### config.mk
export PLATFORM = sky130hd
export DESIGN_NAME = ps2_mouse_decoder
export DESIGN_NICKNAME = d
export VERILOG_FILES = /design/src/rtl/ps2_mouse_decoder.sv
export SDC_FILE = /design/constraint.sdc
export NUM_CORES = 1
export LEC_CHECK = 0
export CAP_MARGIN = 20
export CORE_MARGIN = 8
export CORE_UTILIZATION = 30
export CTS_CLUSTER_SIZE = 10
export DETAILED_ROUTE_END_ITERATION = 10
export GPL_TIMING_DRIVEN = 0
export SYNTH_ARGS = -nofsm -noshare
export SYNTH_HDL_FRONTEND = slang
export SYNTH_SLANG_ARGS = --single-unit
### constraint.sdc
create_clock -name clk -period 5.68 [get_ports clk]
set_input_delay 0.568 -clock clk [delete_from_list [all_inputs] [get_ports clk]]
set_output_delay 0.568 -clock clk [all_outputs]
set_load 0.01 [all_outputs]
### src/rtl/ps2_mouse_decoder.sv
// PS/2 mouse stream decoder: 11-bit frames -> 3-byte packets -> clamped cursor position and buttons.
// Optional odd-parity checking is enabled by defining MOUSE_PARITY_CHECK_EN.
module ps2_mouse_decoder #(
  parameter int HOR_PIXELS     = 800,
  parameter int VER_PIXELS     = 600,
  parameter int TIMEOUT_CYCLES = 40_000
) (
  input  logic        clk,
  input  logic        rst_n,
  input  logic        ps2_clk,
  input  logic        ps2_data,
  output logic [11:0] mouse_xpos,
  output logic [11:0] mouse_ypos,
  output logic        mouse_left,
  output logic        mouse_right,
  output logic        packet_valid,
  output logic [1:0]  o_dbg_state
);

  localparam logic [1:0] S_IDLE   = 2'd0;
  localparam logic [1:0] S_DATA   = 2'd1;
  localparam logic [1:0] S_PARITY = 2'd2;
  localparam logic [1:0] S_STOP   = 2'd3;

  localparam int TO_W = $clog2(TIMEOUT_CYCLES + 1);
  localparam logic signed [13:0] X_MAX = 14'(HOR_PIXELS - 1);
  localparam logic signed [13:0] Y_MAX = 14'(VER_PIXELS - 1);

  logic r_clk_s1, r_clk_s2, r_clk_prev;
  logic r_dat_s1, r_dat_s2;
  logic w_edge;

  // Synchronisers reset to the idle-high line level so release from reset never fakes an edge.
  always_ff @(posedge clk or negedge rst_n) begin
    if (!rst_n) begin
      r_clk_s1   <= 1'b1;
      r_clk_s2   <= 1'b1;
      r_clk_prev <= 1'b1;
      r_dat_s1   <= 1'b1;
      r_dat_s2   <= 1'b1;
    end else begin
      r_clk_s1   <= ps2_clk;
      r_clk_s2   <= r_clk_s1;
      r_clk_prev <= r_clk_s2;
      r_dat_s1   <= ps2_data;
      r_dat_s2   <= r_dat_s1;
    end
  end

  assign w_edge = r_clk_prev & ~r_clk_s2;

  logic [TO_W-1:0] r_to_cnt;
  logic            w_timeout;

  // An edge in the expiry cycle wins: the counter clears and the frame carries on.
  assign w_timeout = (r_to_cnt == TO_W'(TIMEOUT_CYCLES)) && !w_edge;

  always_ff @(posedge clk or negedge rst_n) begin
    if (!rst_n) begin
      r_to_cnt <= '0;
    end else if (w_edge) begin
      r_to_cnt <= '0;
    end else if (r_to_cnt != TO_W'(TIMEOUT_CYCLES)) begin
      r_to_cnt <= r_to_cnt + TO_W'(1);
    end
  end

  logic [1:0] r_state;
  logic [2:0] r_bit_cnt;
  logic [7:0] r_shift;
  logic       w_parity_ok;
  logic       w_byte_done;
  logic       w_frame_err;

  always_ff @(posedge clk or negedge rst_n) begin
    if (!rst_n) begin
      r_state   <= S_IDLE;
      r_bit_cnt <= '0;
      r_shift   <= '0;
    end else if (w_timeout) begin
      r_state <= S_IDLE;
    end else if (w_edge) begin
      case (r_state)
        S_IDLE: begin
          if (!r_dat_s2) begin
            r_state   <= S_DATA;
            r_bit_cnt <= '0;
          end
        end
        S_DATA: begin
          r_shift   <= {r_dat_s2, r_shift[7:1]};
          r_bit_cnt <= r_bit_cnt + 3'd1;
          if (r_bit_cnt == 3'd7) r_state <= S_PARITY;
        end
        S_PARITY: r_state <= S_STOP;
        default:  r_state <= S_IDLE;
      endcase
    end
  end

`ifdef MOUSE_PARITY_CHECK_EN
  logic r_parity;

  always_ff @(posedge clk or negedge rst_n) begin
    if (!rst_n) begin
      r_parity <= 1'b0;
    end else if (w_edge && r_state == S_PARITY) begin
      r_parity <= r_dat_s2;
    end
  end

  assign w_parity_ok = ^{r_shift, r_parity};
`else
  assign w_parity_ok = 1'b1;
`endif

  assign w_byte_done = w_edge && (r_state == S_STOP) && r_dat_s2 && w_parity_ok;
  assign w_frame_err = w_edge && (r_state == S_STOP) && !(r_dat_s2 && w_parity_ok);

  // Header keeps only the used bits: {y_ovf, x_ovf, y_sign, x_sign, right, left}.
  logic [1:0]  r_byte_idx;
  logic [5:0]  r_hdr;
  logic [7:0]  r_byte1;
  logic signed [13:0] w_dx, w_dy, w_x_sum, w_y_sum;
  logic [11:0] w_x_new, w_y_new;

  assign w_dx    = r_hdr[4] ? 14'sd0 : {{6{r_hdr[2]}}, r_byte1};
  assign w_dy    = r_hdr[5] ? 14'sd0 : {{6{r_hdr[3]}}, r_shift};
  assign w_x_sum = $signed({2'b00, mouse_xpos}) + w_dx;
  assign w_y_sum = $signed({2'b00, mouse_ypos}) - w_dy;

  always_comb begin
    w_x_new = w_x_sum[11:0];
    if (w_x_sum < 14'sd0)      w_x_new = 12'd0;
    else if (w_x_sum > X_MAX)  w_x_new = X_MAX[11:0];
    w_y_new = w_y_sum[11:0];
    if (w_y_sum < 14'sd0)      w_y_new = 12'd0;
    else if (w_y_sum > Y_MAX)  w_y_new = Y_MAX[11:0];
  end

  always_ff @(posedge clk or negedge rst_n) begin
    if (!rst_n) begin
      r_byte_idx   <= 2'd0;
      r_hdr        <= '0;
      r_byte1      <= '0;
      mouse_xpos   <= '0;
      mouse_ypos   <= '0;
      mouse_left   <= 1'b0;
      mouse_right  <= 1'b0;
      packet_valid <= 1'b0;
    end else begin
      packet_valid <= 1'b0;
      if (w_timeout || w_frame_err) begin
        r_byte_idx <= 2'd0;
      end else if (w_byte_done) begin
        case (r_byte_idx)
          2'd0: begin
            if (r_shift[3]) begin
              r_hdr      <= {r_shift[7:4], r_shift[1:0]};
              r_byte_idx <= 2'd1;
            end
          end
          2'd1: begin
            r_byte1    <= r_shift;
            r_byte_idx <= 2'd2;
          end
          default: begin
            r_byte_idx   <= 2'd0;
            mouse_xpos   <= w_x_new;
            mouse_ypos   <= w_y_new;
            mouse_left   <= r_hdr[0];
            mouse_right  <= r_hdr[1];
            packet_valid <= 1'b1;
          end
        endcase
      end
    end
  end

  assign o_dbg_state = r_state;

endmodule

# --- Word level (Yosys, flattened, before mapping) ---
# Index checks and enable logic that the tools add are counted.
op_classes:
  n_addsub: 4
  magnitude_cmp: 4
  eq_ne: 11
  muxes: 22
  bitwise_logic: 5
  n_reduce_logical: 21
ops:
  columns: ["operator", "n"]
  rows:
  - ["$mux 12", 4]
  - ["$mux 16", 2]
  - ["$gt 14x11->1 const B", 2]
  - ["$lt 14x1->1 const B", 2]
  - ["$mux 14", 2]
  - ["$add 16x1->16 const B", 1]
  - ["$eq 16x16->1 const B", 1]
  - ["$ne 16x16->1 const B", 1]
  - ["$add 13x14->14", 1]
  - ["$mux 2", 7]
  - ["$sub 13x14->14", 1]
  - ["$reduce_and 3->1", 4]
  - ["$ne 3x3->1 const B", 3]
  - ["$reduce_and 4->1", 2]
  - ["$reduce_bool 2->1", 4]
  - ["$pmux 2 s3", 1]
  - ["$pmux 3 s2", 1]
  - ["$eq 2x1->1 const B", 2]
  - ["$eq 2x2->1 const B", 2]
  - ["$logic_and 1x1->1", 4]
  - ["$logic_not 2->1", 2]
  - ["$not 1->1", 4]
  - ["$pmux 2 s2", 1]
  - ["$add 3x1->3 const B", 1]
  - ["9 further kinds", 12]
word_totals:
  ff_bits: 77
  output_inout_bits: 29

# --- Logic depth before layout (Yosys ltp) ---
# Gate-level depths: netlist of the first run.
depth:
  ltp_word: 7
  mapped_depth: 11

# --- Worst setup path before layout of the first run ---
# Ideal clock, no wire load.
synth_path:
  path_kind: "reg2reg"
  start: "register r_hdr[4]"
  end: "register mouse_xpos[2]"
  setup_time_ps: 149
  arrival_time_ps: 3194
  required_ps: 5531
  setup_slack_ps: 2338
  stages_incl_launch_ff: 12
  period_less_slack_ps: 3342
  path_cell_list: "dfrtp_1 > nor2b_1 > ha_1 > fa_1 > a211oi_2 > o21bai_2 > o211a_1 > or4_1 > a221o_1 > or3_4 > a21oi_4 > a311oi_1"
synth_between:
  elab_chain_cells: 5
synth_lines:
  columns: ["item", "line_no", "rtl"]
  rows:
  - ["from (decl)", "122", "logic [5:0] r_hdr;"]
  - ["from (signal assigned)", "159", "r_hdr <= {r_shift[7:4], r_shift[1:0]};"]
  - ["$mux 14 (*)", "127", "assign w_dx = r_hdr[4] ? 14'sd0 : {{6{r_hdr[2]}}, r_byte1};"]
  - ["$add 13x14->14 (*)", "129", "assign w_x_sum = $signed({2'b00, mouse_xpos}) + w_dx;"]
  - ["$gt 14x11->1", "135", "else if (w_x_sum > X_MAX) w_x_new = X_MAX[11:0];"]
  - ["$mux 12", "135", null]
  - ["$mux 12 (*)", "134", "if (w_x_sum < 14'sd0) w_x_new = 12'd0;"]
  - ["to (signal assigned)", "169", "mouse_xpos <= w_x_new;"]
  - ["to (decl)", "12", "output logic [11:0] mouse_xpos,"]
# Mark *: on every way between the ends. The rest lies on a longest branch, timed or not.
# A chain may end at the register's enable or synchronous reset.

# --- Final worst setup path of the first run ---
# Ends and elaborated chain as after synthesis.

==> impl_metrics.prom, run 1 <==
# TYPE chip_impl_metric gauge
chip_impl_metric{name="net-switching-power",unit="µW"} 546
chip_impl_metric{name="timing.max_cap.violations",unit=""} 0
chip_impl_info{name="holdCritPathClass",value="input port to async pin"} 1
chip_impl_metric{name="hold_viol",unit=""} 0
chip_impl_metric{name="power_density",unit="mW/mm²"} 313
chip_impl_info{name="status",value="finished clean"} 1
chip_impl_metric{name="synth.yosys.seq_area_share",unit=""} 0.421
chip_impl_info{name="path_class",value="register to register"} 1
chip_impl_metric{name="clkSinkCount",unit=""} 77
chip_impl_metric{name="remaining_drc_errors",unit=""} 0
chip_impl_metric{name="clk_latency",unit="ns"} 0.34
chip_impl_info{name="synth_commonest_cells",value="dfrtp_1 (72), nor2_1 (39), nand2_1 (37)"} 1
chip_impl_info{name="ys_top_cells_by_area",value="dfrtp_1 (39%), ha_1 (9.5%), mux2_2 (5.2%)"} 1
chip_impl_info{name="critPathCaptureType",value="register"} 1
chip_impl_metric{name="starting_density",unit=""} 0.304
chip_impl_metric{name="power_report.internal_total",unit="µW"} 1160
chip_impl_metric{name="fillers",unit=""} 1506
chip_impl_metric{name="grt_usage",unit=""} 0.109
chip_impl_metric{name="gp_congestion",unit=""} 0.867
chip_impl_metric{name="ant_nets",unit=""} 0
chip_impl_metric{name="die_width",unit="µm"} 140
chip_impl_metric{name="cts.clk_slew.worst_paths",unit="ns"} 0.06
chip_impl_info{name="critPathLaunchType",value="register"} 1
chip_impl_info{name="timing.critical_path.to",value="mouse_xpos[2]"} 1
chip_impl_metric{name="setup-tns-final",unit="ns"} 0
chip_impl_metric{name="ys.warnings.count",unit=""} 0
chip_impl_metric{name="number_of_global_route_vias_before_repair",unit=""} 3608
chip_impl_info{name="yosysTopAreaCell",value="dfrtp_1"} 1
chip_impl_metric{name="insertedDiodeCount",unit=""} 0
chip_impl_metric{name="vdd_ir_drop_max",unit="µV"} 149
chip_impl_metric{name="timing_worst_slew_pin_value",unit="ns"} 0.857
chip_impl_metric{name="timing.clock.skew",unit="ns"} 0.00505
chip_impl_info{name="worst_setup_path_startpoint",value="r_hdr[4]"} 1
chip_impl_metric{name="detailedPlacementHpwl",unit="µm"} 7660
chip_impl_metric{name="totalWireLength",unit="µm"} 10300
chip_impl_info{name="cts_tree",value="built"} 1
chip_impl_metric{name="route.detailed.vias_per_inst",unit=""} 5.19
chip_impl_metric{name="max_freq",unit="GHz"} 0.269
chip_impl_metric{name="fin_worst_hold_slack",unit="ns"} 0.154
chip_impl_metric{name="crit_fanout",unit=""} 10
chip_impl_metric{name="cts_hold_repair.buffers",unit=""} 0
chip_impl_metric{name="cts_inserted_buffers",unit=""} 9
chip_impl_info{name="synth_most_common_cell",value="dfrtp_1"} 1
chip_impl_metric{name="htreeDepth",unit=""} 3
chip_impl_metric{name="detail_route.iter0.violations",unit=""} 181
chip_impl_metric{name="portBuffers",unit=""} 32
chip_impl_info{name="postSynth.topFlopCell",value="dfrtp_1"} 1
chip_impl_metric{name="combinationalPowerShare",unit=""} 0.282
chip_impl_metric{name="swShare",unit=""} 0.319
chip_impl_metric{name="finalCritPeriodShare",unit=""} 0.654
chip_impl_metric{name="mappedNetlistArea",unit="mm²"} 0.00459
chip_impl_metric{name="synth_top_area_frac",unit=""} 0.393
chip_impl_metric{name="layout_min_cycle_time",unit="ns"} 3.71
chip_impl_metric{name="seq_power_share",unit=""} 0.383
chip_impl_metric{name="die_outline_area",unit="mm²"} 0.0195
chip_impl_metric{name="post_cts_resized",unit=""} 0
chip_impl_metric{name="cts_post_setup_buffers_inserted",unit=""} 0
chip_impl_info{name="clockRootBuffer",value="clkbuf_16"} 1
chip_impl_metric{name="timing.max_slew.rel_slack",unit=""} 0.427
chip_impl_info{name="crit-reg2reg-launch",value="r_hdr[4]"} 1
chip_impl_metric{name="mappedNetlistNets",unit=""} 500
chip_impl_metric{name="core.rowCount",unit=""} 45
chip_impl_metric{name="power_frac_clock",unit=""} 0.334
chip_impl_metric{name="pin_count_of_the_biggest_net_entering_global_routing",unit=""} 51
chip_impl_metric{name="reg2reg_depth",unit=""} 11
chip_impl_metric{name="crit_path_required_time",unit="ns"} 5.86
chip_impl_metric{name="clock_path_buffers",unit=""} 2
chip_impl_metric{name="yosys_register_bits",unit=""} 77
chip_impl_metric{name="synth_edf_count",unit=""} 0
chip_impl_metric{name="cp.arrival",unit="ns"} 3.90
chip_impl_metric{name="timing.final.setup_violations",unit=""} 0
chip_impl_metric{name="global_route_overflow",unit=""} 0
chip_impl_info{name="timing.rr.end",value="mouse_xpos[2]"} 1
chip_impl_metric{name="wire_per_inst",unit="µm"} 14.8
chip_impl_metric{name="ios",unit=""} 33
chip_impl_metric{name="synthDistinctLibCells",unit=""} 58
chip_impl_metric{name="die_height",unit="µm"} 140
chip_impl_metric{name="num_vias",unit=""} 3616
chip_impl_metric{name="drive_above_1_share",unit=""} 0.106
chip_impl_metric{name="syn-instance-count",unit=""} 459
chip_impl_metric{name="grt_pass1_wl",unit="µm"} 17600
chip_impl_metric{name="ys_async_sr_fraction",unit=""} 1.00
chip_impl_metric{name="design.final.nets",unit=""} 545
chip_impl_info{name="rsz0062_at_grt",value="no"} 1
chip_impl_metric{name="antenna_found_initial",unit=""} 0
chip_impl_metric{name="core_area",unit="mm²"} 0.0151
chip_impl_metric{name="avgSynthCellArea",unit="µm²"} 10.0
chip_impl_metric{name="drt_first_pass_iters",unit=""} 4
chip_impl_metric{name="report.final.slew_viol_count",unit=""} 0
chip_impl_metric{name="p_leak",unit="µW"} 0.00254
chip_impl_metric{name="synthToLayoutAreaGrowth",unit="%"} 19.2
chip_impl_metric{name="regToRegSetupSlack",unit="ns"} 1.97
-- state kept, by name (all words and copies together), names as in the netlist, 2 cells and up --
signal	cells
r_byte_idx	2
o_dbg_state	2
r_hdr	6
mouse_xpos	12
r_to_cnt	16
r_shift	8
mouse_ypos	12
r_byte1	8
r_bit_cnt	3
-- worst min-delay path by stage --
stage                                to  slack [ns]  cells after the start
after floorplan              mouse_left        0.27                      0
after global placement         r_clk_s2        0.35                      0
after detailed placement       r_clk_s2        0.35                      0
after CTS                 mouse_ypos[8]        0.16                      1
after global routing      mouse_ypos[7]        0.17                      1
final                     mouse_ypos[8]        0.15                      1
-- cell usage in the layout (no fill, tap or decap), types with 10 or more instances in the layout --
master            n
dfrtp_1          72
nor2_1           39
nand2_1          37
ha_1             35
clkdlybuf4s50_1  31
a21oi_1          24
o21ai_0          23
xor2_1           21
mux2_2           21
inv_1            16
nor2b_1          16
nand3_1          12
nand2b_1         11
xnor2_1          10
-- layer usage --
metal,share of wire,wire length [µm],vias up,global-route usage
li1,-,-,1754,-
met1,0.48,4910,1781,0.139
met2,0.47,4820,67,0.172
met3,0.041,418,14,0.0318
met4,0.015,158,0,0.0429
met5,0,0,-,0
-- metrics by stage --
step	setup slack (ns)	total power, µW	area [µm²]	util	instances
final	1.97	1710	5470	0.362	697
after CTS	1.95	1730	5470	0.362	697
after detailed placement	1.99	1140	5180	0.343	681
after floorplan	2.34	1020	4590	-	459
after global placement	1.31	1130	5140	0.341	679
after global routing	1.72	1820	5470	0.362	697
-- layout make-up --
| cell class | instances | area (µm²) | area share |
|---|---|---|---|
| plain buffers | 7 | 27.5 | 0.00503 |
| clock buffers | 14 | 254 | 0.0464 |
| clock inverters | 2 | 35.0 | 0.00641 |
| inverters | 17 | 63.8 | 0.0117 |
| multi-input cells | 358 | 2570 | 0.470 |
| flip-flops and latches | 77 | 1930 | 0.353 |
| well taps | 188 | 235 | 0.0430 |
| repair buffers | 34 | 350 | 0.0641 |
-- cells by family (layout without fill, tap and decap cells) --
group,Yosys count,count (layout),share of synthesized area
adders and majority gates,37,37,0.104
and+or+nand+nor,154,154,0.168
xor gates and xnor gates,31,31,0.0592
buffers and inverters,24,74,0.0199
DFF,77,77,0.421
AOI/OAI and AO/OA,113,113,0.172
muxes,23,23,0.0559
-- worst max-delay path, cell delays in order, from the launching register on --
cell,delay (ns)
dfrtp_1,0.51
nor2b_1,0.10
ha_1,0.23
fa_1,0.44
a211oi_2,0.24
o21bai_2,0.13
o211a_1,0.26
or4_1,0.47
a221o_1,0.40
or3_4,0.42
a21oi_4,0.23
a311oi_1,0.12
-- power groups by stage --
stage | Combinational (µW) | Clock [µW] | Sequential (µW)
finish | 483 | 571 | 655
global route | 542 | 615 | 662
CTS | 486 | 590 | 655
detailed placement | 480 | 0 | 665
global placement | 469 | 0 | 661
floorplan | 373 | 0 | 648
No activity file was read; power rests on OpenSTA's default activity.
==> run 2: changes to the inputs <==
- clock period: 5.68 -> 3.3 ns (I/O delays scaled with it)
==> run 2 against run 1 <==
- the run now ends with negative setup slack left
- critical path type unchanged
- routed wire length grew 4.8%
- global-route usage rose by 0.48 points
- highest routed layer unchanged
- total power rose by 81%
- cell count up 1.3%
==> impl_metrics.prom, run 2 (same netlist as run 1, synthesis figures left out) <==
# TYPE chip_impl_metric gauge
chip_impl_metric{name="number_of_global_route_vias_before_repair",unit=""} 3649
chip_impl_metric{name="wire_per_inst",unit="µm"} 15.3
chip_impl_metric{name="fillers",unit=""} 1501
chip_impl_info{name="cells_along_the_critical_path",value="buf_4, nor2b_2, ha_4, a211o_1, o211a_1, or4_1, a221o_1, or3_4, a21oi_4, a311oi_2"} 1
chip_impl_metric{name="core_area",unit="mm²"} 0.0151
chip_impl_info{name="critPathLaunchType",value="register"} 1
chip_impl_info{name="worst_path_dominant_cell_family",value="compound AO/OA/AOI/OAI gates"} 1
chip_impl_metric{name="critical-path-max-stage-delay",unit="ns"} 0.46
chip_impl_info{name="critPathCaptureType",value="register"} 1
chip_impl_info{name="largestRegisters",value="r_to_cnt (16), mouse_xpos (12), mouse_ypos (12)"} 1
chip_impl_info{name="layout.cells.most_common_list",value="dfrtp_1 (70), nor2_1 (39), nand2_1 (37), ha_1 (33), clkdlybuf4s50_1 (31)"} 1
chip_impl_info{name="holdCritPathClass",value="register to register"} 1
chip_impl_metric{name="largest_register_ffs",unit=""} 16
chip_impl_metric{name="power_density",unit="mW/mm²"} 545
chip_impl_info{name="cts_tree",value="built"} 1
chip_impl_metric{name="crit_path_required_time",unit="ns"} 3.50
chip_impl_metric{name="reg2reg_depth",unit=""} 10
chip_impl_metric{name="power_report.internal_total",unit="µW"} 2110
chip_impl_metric{name="synthToLayoutAreaGrowth",unit="%"} 23.7
chip_impl_metric{name="die_height",unit="µm"} 140
chip_impl_metric{name="timing.max_slew.rel_slack",unit=""} 0.405
chip_impl_metric{name="vdd_ir_drop_max",unit="µV"} 270
chip_impl_metric{name="clock_path_buffers",unit=""} 2
chip_impl_metric{name="finalCritPeriodShare",unit=""} 1.02
chip_impl_metric{name="drt_first_pass_iters",unit=""} 6
chip_impl_metric{name="critical_path.n_buffers_inverters",unit=""} 1
chip_impl_metric{name="grt_pass1_wl",unit="µm"} 18100
chip_impl_info{name="final_common_cell",value="dfrtp_1"} 1
chip_impl_metric{name="report.final.slew_viol_count",unit=""} 0
chip_impl_metric{name="layout_min_cycle_time",unit="ns"} 3.35
chip_impl_metric{name="worst_slack",unit="ns"} -0.0515
chip_impl_metric{name="core.rowCount",unit=""} 45
chip_impl_metric{name="htreeDepth",unit=""} 3
chip_impl_metric{name="swShare",unit=""} 0.319
chip_impl_metric{name="p_leak",unit="µW"} 0.00259
chip_impl_metric{name="seq_power_share",unit=""} 0.365
chip_impl_info{name="violations_in_the_final_reports",value="negative setup slack"} 1
chip_impl_metric{name="num_vias",unit=""} 3658
chip_impl_metric{name="die_width",unit="µm"} 140
chip_impl_metric{name="starting_density",unit=""} 0.304
chip_impl_metric{name="totalWireLength",unit="µm"} 10800
chip_impl_metric{name="gp_congestion",unit=""} 0.864
chip_impl_metric{name="ios",unit=""} 33
chip_impl_metric{name="dpl_worst_slack",unit="ns"} -0.266
chip_impl_metric{name="worstSetupPathDepth",unit=""} 10
chip_impl_metric{name="clk_latency",unit="ns"} 0.35
chip_impl_info{name="worst_setup_path_startpoint",value="r_hdr[4]"} 1
chip_impl_metric{name="setup-tns-final",unit="ns"} -0.193
chip_impl_metric{name="timing.clock.skew",unit="ns"} 0.00917
chip_impl_metric{name="cts.clk_slew.worst_paths",unit="ns"} 0.06
chip_impl_metric{name="detailedPlacementHpwl",unit="µm"} 7820
chip_impl_metric{name="die_outline_area",unit="mm²"} 0.0195
chip_impl_metric{name="final_design_area_no_fill",unit="mm²"} 0.00568
chip_impl_info{name="timing.rr.end",value="mouse_xpos[2]"} 1
chip_impl_info{name="clockRootBuffer",value="clkbuf_16"} 1
chip_impl_info{name="critical-path-slowest-cell",value="dfrtp_2"} 1
chip_impl_info{name="status",value="finished with violations"} 1
chip_impl_metric{name="portBuffers",unit=""} 32
chip_impl_metric{name="route.detailed.vias_per_inst",unit=""} 5.18
chip_impl_metric{name="cts_inserted_buffers",unit=""} 9
chip_impl_metric{name="grt_usage",unit=""} 0.114
chip_impl_metric{name="net-switching-power",unit="µW"} 986
chip_impl_metric{name="regToRegSetupSlack",unit="ns"} -0.05
chip_impl_metric{name="remaining_drc_errors",unit=""} 0
chip_impl_info{name="crit-reg2reg-launch",value="r_hdr[4]"} 1
chip_impl_metric{name="ant_nets",unit=""} 0
chip_impl_metric{name="cp.arrival",unit="ns"} 3.55
chip_impl_metric{name="power_frac_clock",unit=""} 0.348
chip_impl_metric{name="clkSinkCount",unit=""} 77
chip_impl_metric{name="design.final.nets",unit=""} 554
chip_impl_metric{name="detail_route.iter0.violations",unit=""} 204
chip_impl_metric{name="hold_viol",unit=""} 0
chip_impl_metric{name="global_route_overflow",unit=""} 0
chip_impl_metric{name="drive_above_1_share",unit=""} 0.160
chip_impl_metric{name="pin_count_of_the_biggest_net_entering_global_routing",unit=""} 41
chip_impl_info{name="timing.critical_path.to",value="mouse_xpos[2]"} 1
chip_impl_info{name="max_flop_register",value="r_to_cnt"} 1
chip_impl_metric{name="combinationalPowerShare",unit=""} 0.286
chip_impl_metric{name="crit_fanout",unit=""} 7
chip_impl_metric{name="dpl_cell_area",unit="mm²"} 0.00518
chip_impl_metric{name="antenna_found_initial",unit=""} 0
chip_impl_metric{name="max_freq",unit="GHz"} 0.298
chip_impl_metric{name="timing_worst_slew_pin_value",unit="ns"} 0.891
chip_impl_metric{name="timing.final.setup_violations",unit=""} 6
chip_impl_info{name="rsz0062_at_grt",value="yes"} 1
chip_impl_metric{name="worstHoldPathCells",unit=""} 0
chip_impl_metric{name="insertedDiodeCount",unit=""} 0
chip_impl_info{name="path_class",value="register to register"} 1
chip_impl_metric{name="timing.max_cap.violations",unit=""} 0
## run 2: what timing repair did
action                                 4_1_cts  5_1_grt
pin swaps                                   14       11
buffers inserted                             5        3
endpoints found under the hold margin       35        0
setup endpoints to repair                   13       18
resized for setup                            9       17
hold buffers                                 1        0
## run 2: metrics by stage
stage / total power [µW] / instances / utilization / hold slack [ns]
5_1_grt: 3280 / 706 / 0.376 / 0.360
6_report: 3090 / 706 / 0.376 / 0.355
2_1_floorplan: 1760 / 459 / - / 0.0344
3_3_place_gp: 1940 / 679 / 0.341 / 0.346
3_5_place_dp: 1980 / 681 / 0.343 / 0.344
4_1_cts: 3090 / 703 / 0.370 / 0.357
## run 2: power groups by stage
| stage | logic (µW) | clock network (µW) | registers (µW) |
|---|---|---|---|
| 3_3_place_gp | 805 | 0 | 1140 |
| 5_1_grt | 984 | 1150 | 1150 |
| 2_1_floorplan | 642 | 0 | 1120 |
| 3_5_place_dp | 832 | 0 | 1150 |
| 4_1_cts | 849 | 1110 | 1130 |
| 6_report | 886 | 1080 | 1130 |
## run 2: metal layers
| metal | GRT usage | vias to the layer above | share of wire |
|---|---|---|---|
| li1 | - | 1780 | - |
| met1 | 0.134 | 1793 | 0.45 |
| met2 | 0.192 | 67 | 0.49 |
| met3 | 0.0363 | 18 | 0.042 |
| met4 | 0.0411 | 0 | 0.017 |
| met5 | 0 | - | 0 |
## run 2: cell type report
cell class | instances | area (µm²) | share of cell area
buffer | 7 | 27.5 | 0.00485
clock inverter | 3 | 68.8 | 0.0121
multi-input combinational | 358 | 2680 | 0.473
clock buffer | 13 | 250 | 0.0441
sequential | 77 | 1940 | 0.341
tap | 188 | 235 | 0.0414
timing repair buffer | 43 | 413 | 0.0727
inverter | 17 | 63.8 | 0.0112
## run 2: how the worst min path moves through the flow
stage / start / slack [ns] / endpoint
finish: r_dat_s1 / 0.36 / r_dat_s2
global route: r_dat_s1 / 0.36 / r_dat_s2
CTS: r_dat_s1 / 0.36 / r_dat_s2
detailed placement: rst_n / 0.34 / o_dbg_state[0]
global placement: r_dat_s1 / 0.35 / r_dat_s2
floorplan: rst_n / 0.03 / mouse_left
## run 2: worst register-to-register path: cells and delay by family (launching register included)
| family | cells | cell delay, ns |
|---|---|---|
| compound gates | 5 | 1.44 |
| simple gates | 3 | 0.90 |
| flops | 1 | 0.46 |
| fa+ha+maj | 1 | 0.24 |
| buf+inv | 1 | 0.17 |
==> run 3: changes to the inputs <==
- CTS_CLUSTER_DIAMETER: default -> 40
- REMOVE_ABC_BUFFERS: default -> 1
==> run 3 against run 2 <==
- the run still ends with negative setup slack left
- critical path depth stayed put
- non-clock buffer count fell by 1
- via count is 1.1% lower
- worst hold slack improved by 0.00053 ns
- die area unchanged
- total power rose by 4.3%
- worst setup slack better by 0.0090 ns
- design area rose by 2.2%
- count of clock-buffer cells in the layout is 2 lower
- critical path type unchanged
- largest cell class unchanged
==> impl_metrics.prom, run 3 (same netlist as run 1, synthesis figures left out) <==
# TYPE chip_impl_metric gauge
chip_impl_info{name="status",value="finished with violations"} 1
chip_impl_info{name="violations_in_the_final_reports",value="negative setup slack"} 1
chip_impl_info{name="timing.rr.end",value="mouse_xpos[4]"} 1
chip_impl_metric{name="vdd_ir_drop_max",unit="µV"} 260
chip_impl_metric{name="power_density",unit="mW/mm²"} 556
chip_impl_info{name="critPathCaptureType",value="register"} 1
chip_impl_info{name="rsz0062_at_grt",value="yes"} 1
chip_impl_metric{name="worstHoldPathCells",unit=""} 0
chip_impl_metric{name="totalWireLength",unit="µm"} 10500
chip_impl_metric{name="clock_path_buffers",unit=""} 2
chip_impl_metric{name="largest_register_ffs",unit=""} 16
chip_impl_metric{name="wire_per_inst",unit="µm"} 14.8
chip_impl_metric{name="timing.max_cap.violations",unit=""} 0
chip_impl_metric{name="worst_slack",unit="ns"} -0.0426
chip_impl_metric{name="die_height",unit="µm"} 140
chip_impl_metric{name="drive_above_1_share",unit=""} 0.188
chip_impl_metric{name="number_of_global_route_vias_before_repair",unit=""} 3661
chip_impl_info{name="max_flop_register",value="r_to_cnt"} 1
chip_impl_metric{name="gp_congestion",unit=""} 0.870
chip_impl_metric{name="reg2reg_depth",unit=""} 10
chip_impl_metric{name="insertedDiodeCount",unit=""} 0
chip_impl_metric{name="crit_fanout",unit=""} 7
chip_impl_metric{name="global_route_overflow",unit=""} 0
chip_impl_metric{name="fillers",unit=""} 1478
chip_impl_metric{name="design.final.nets",unit=""} 553
chip_impl_info{name="crit-reg2reg-launch",value="r_hdr[4]"} 1
chip_impl_info{name="layout.cells.most_common_list",value="dfrtp_1 (70), nor2_1 (39), nand2_1 (37), ha_1 (31), clkdlybuf4s50_1 (31)"} 1
chip_impl_metric{name="route.detailed.vias_per_inst",unit=""} 5.13
chip_impl_info{name="cts_tree",value="built"} 1
chip_impl_metric{name="max_freq",unit="GHz"} 0.299
chip_impl_metric{name="p_leak",unit="µW"} 0.00264
chip_impl_info{name="cells_along_the_critical_path",value="buf_4, nor2b_1, ha_4, a211o_1, o211a_1, or4_1, a221o_1, or3_4, a21oi_4, a311oi_2"} 1
chip_impl_metric{name="report.final.slew_viol_count",unit=""} 0
chip_impl_metric{name="clk_latency",unit="ns"} 0.33
chip_impl_metric{name="finalCritPeriodShare",unit=""} 1.01
chip_impl_metric{name="totalPowerFinal",unit="µW"} 3230
chip_impl_metric{name="hold_viol",unit=""} 0
chip_impl_metric{name="cp.arrival",unit="ns"} 3.53
chip_impl_metric{name="critical-path-max-stage-delay",unit="ns"} 0.44
chip_impl_metric{name="detail_route.iter0.violations",unit=""} 224
chip_impl_metric{name="grt_usage",unit=""} 0.109
chip_impl_metric{name="cts.clk_slew.worst_paths",unit="ns"} 0.06
chip_impl_info{name="critical-path-slowest-cell",value="dfrtp_2"} 1
chip_impl_metric{name="starting_density",unit=""} 0.304
chip_impl_info{name="path_class",value="register to register"} 1
chip_impl_info{name="clockRootBuffer",value="clkbuf_16"} 1
chip_impl_metric{name="ios",unit=""} 33
chip_impl_info{name="hold_path_startpoint",value="r_dat_s1"} 1
chip_impl_metric{name="synthToLayoutAreaGrowth",unit="%"} 26.5
chip_impl_metric{name="ant_nets",unit=""} 0
chip_impl_metric{name="num_vias",unit=""} 3618
chip_impl_metric{name="die_width",unit="µm"} 140
chip_impl_metric{name="clkSinkCount",unit=""} 77
chip_impl_metric{name="portBuffers",unit=""} 32
chip_impl_metric{name="pin_count_of_the_biggest_net_entering_global_routing",unit=""} 60
chip_impl_metric{name="antenna_found_initial",unit=""} 0
chip_impl_metric{name="core_area",unit="mm²"} 0.0151
chip_impl_metric{name="detailedPlacementHpwl",unit="µm"} 7450
chip_impl_metric{name="drt_first_pass_iters",unit=""} 5
chip_impl_info{name="holdCritPathClass",value="register to register"} 1
chip_impl_metric{name="timing.max_slew.rel_slack",unit=""} 0.378
chip_impl_metric{name="die_outline_area",unit="mm²"} 0.0195
chip_impl_metric{name="timing.final.setup_violations",unit=""} 6
chip_impl_metric{name="crit_path_required_time",unit="ns"} 3.49
chip_impl_metric{name="remaining_drc_errors",unit=""} 0
chip_impl_metric{name="regToRegSetupSlack",unit="ns"} -0.04
chip_impl_metric{name="layout_min_cycle_time",unit="ns"} 3.34
chip_impl_info{name="worstHoldEndpoint",value="r_dat_s2"} 1
chip_impl_metric{name="timing.clock.skew",unit="ns"} 0.00776
chip_impl_metric{name="htreeDepth",unit=""} 3
chip_impl_metric{name="cts_inserted_buffers",unit=""} 9
chip_impl_metric{name="core.rowCount",unit=""} 45
chip_impl_metric{name="grt_pass1_wl",unit="µm"} 17800
chip_impl_info{name="critPathLaunchType",value="register"} 1
chip_impl_info{name="largestRegisters",value="r_to_cnt (16), mouse_xpos (12), mouse_ypos (12)"} 1
chip_impl_metric{name="timing_worst_slew_pin_value",unit="ns"} 0.931
chip_impl_metric{name="dpl_worst_slack",unit="ns"} -0.376
chip_impl_info{name="final_common_cell",value="dfrtp_1"} 1
[run 3: cell types whose count changed in the layout (fill, tap and decap cells not counted), sizes merged]
cell and delta:
clkbuf -7, bufinv +1, clkinvlp +1, buf +4
[run 3: layout make-up]
type / instances / area (µm²) / share of cell area
clock buffers: 11 / 253 / 0.0435
clock inverters: 5 / 106 / 0.0183
inverters: 17 / 66.3 / 0.0114
multi-input cells: 358 / 2740 / 0.471
flip-flops and latches: 77 / 1940 / 0.333
well taps: 188 / 235 / 0.0405
repair buffers: 49 / 473 / 0.0815
[run 3: per-stage QoR]
| stage | hold WS [ns] | util | cell area [µm²] | instances | TNS (ns) |
|---|---|---|---|---|---|
| final | 0.356 | 0.385 | 5800 | 705 | -0.178 |
| after global routing | 0.359 | 0.385 | 5800 | 705 | -1.03 |
| after CTS | 0.355 | 0.374 | 5650 | 698 | -0.233 |
| after detailed placement | 0.235 | 0.343 | 5170 | 675 | -3.56 |
| after global placement | 0.346 | 0.339 | 5120 | 672 | -82.27 |
| after floorplan | 0.0344 | - | 4560 | 452 | -0.337 |
[run 3: per-layer routing]
metal  up-vias  GRT usage  part of all wire
li1       1773          -                 -
met1      1764      0.139              0.47
met4         0     0.0349             0.014
met3        15     0.0294             0.044
met2        66      0.176              0.47
met5         -          0                 0
[run 3: worst max-delay path, delay by kind of cell, from the launching register on]
family | cells | cell delay, ns
compound gates | 5 | 1.38
simple gates | 3 | 0.96
flops | 1 | 0.44
fa+ha+maj | 1 | 0.25
buf+inv | 1 | 0.17
[run 3: power breakdown]
| group | switching, µW | internal [µW] |
|---|---|---|
| registers | 97.5 | 1030 |
| clock network | 393 | 782 |
| logic | 512 | 415 |
| total | 1000 | 2220 |
[run 3: worst max path at each step]
stage               start       endpoint  slack [ns]
5_1_grt          r_hdr[4]  mouse_xpos[4]       -0.14
2_1_floorplan    r_hdr[4]  mouse_xpos[2]       -0.06
3_3_place_gp   r_clk_prev  mouse_ypos[0]       -1.39
4_1_cts        r_byte1[0]  mouse_xpos[2]       -0.05
6_report         r_hdr[4]  mouse_xpos[4]       -0.04
3_5_place_dp     r_hdr[4]  mouse_xpos[2]       -0.38
[run 3: what timing repair did]
item                                   4_1_cts  5_1_grt
hold buffers                                 1        0
endpoints found under the hold margin       18        0
pin swaps                                   14       12
buffers inserted                             6        7
setup endpoints to repair                   17       18
resized for setup                           16       25
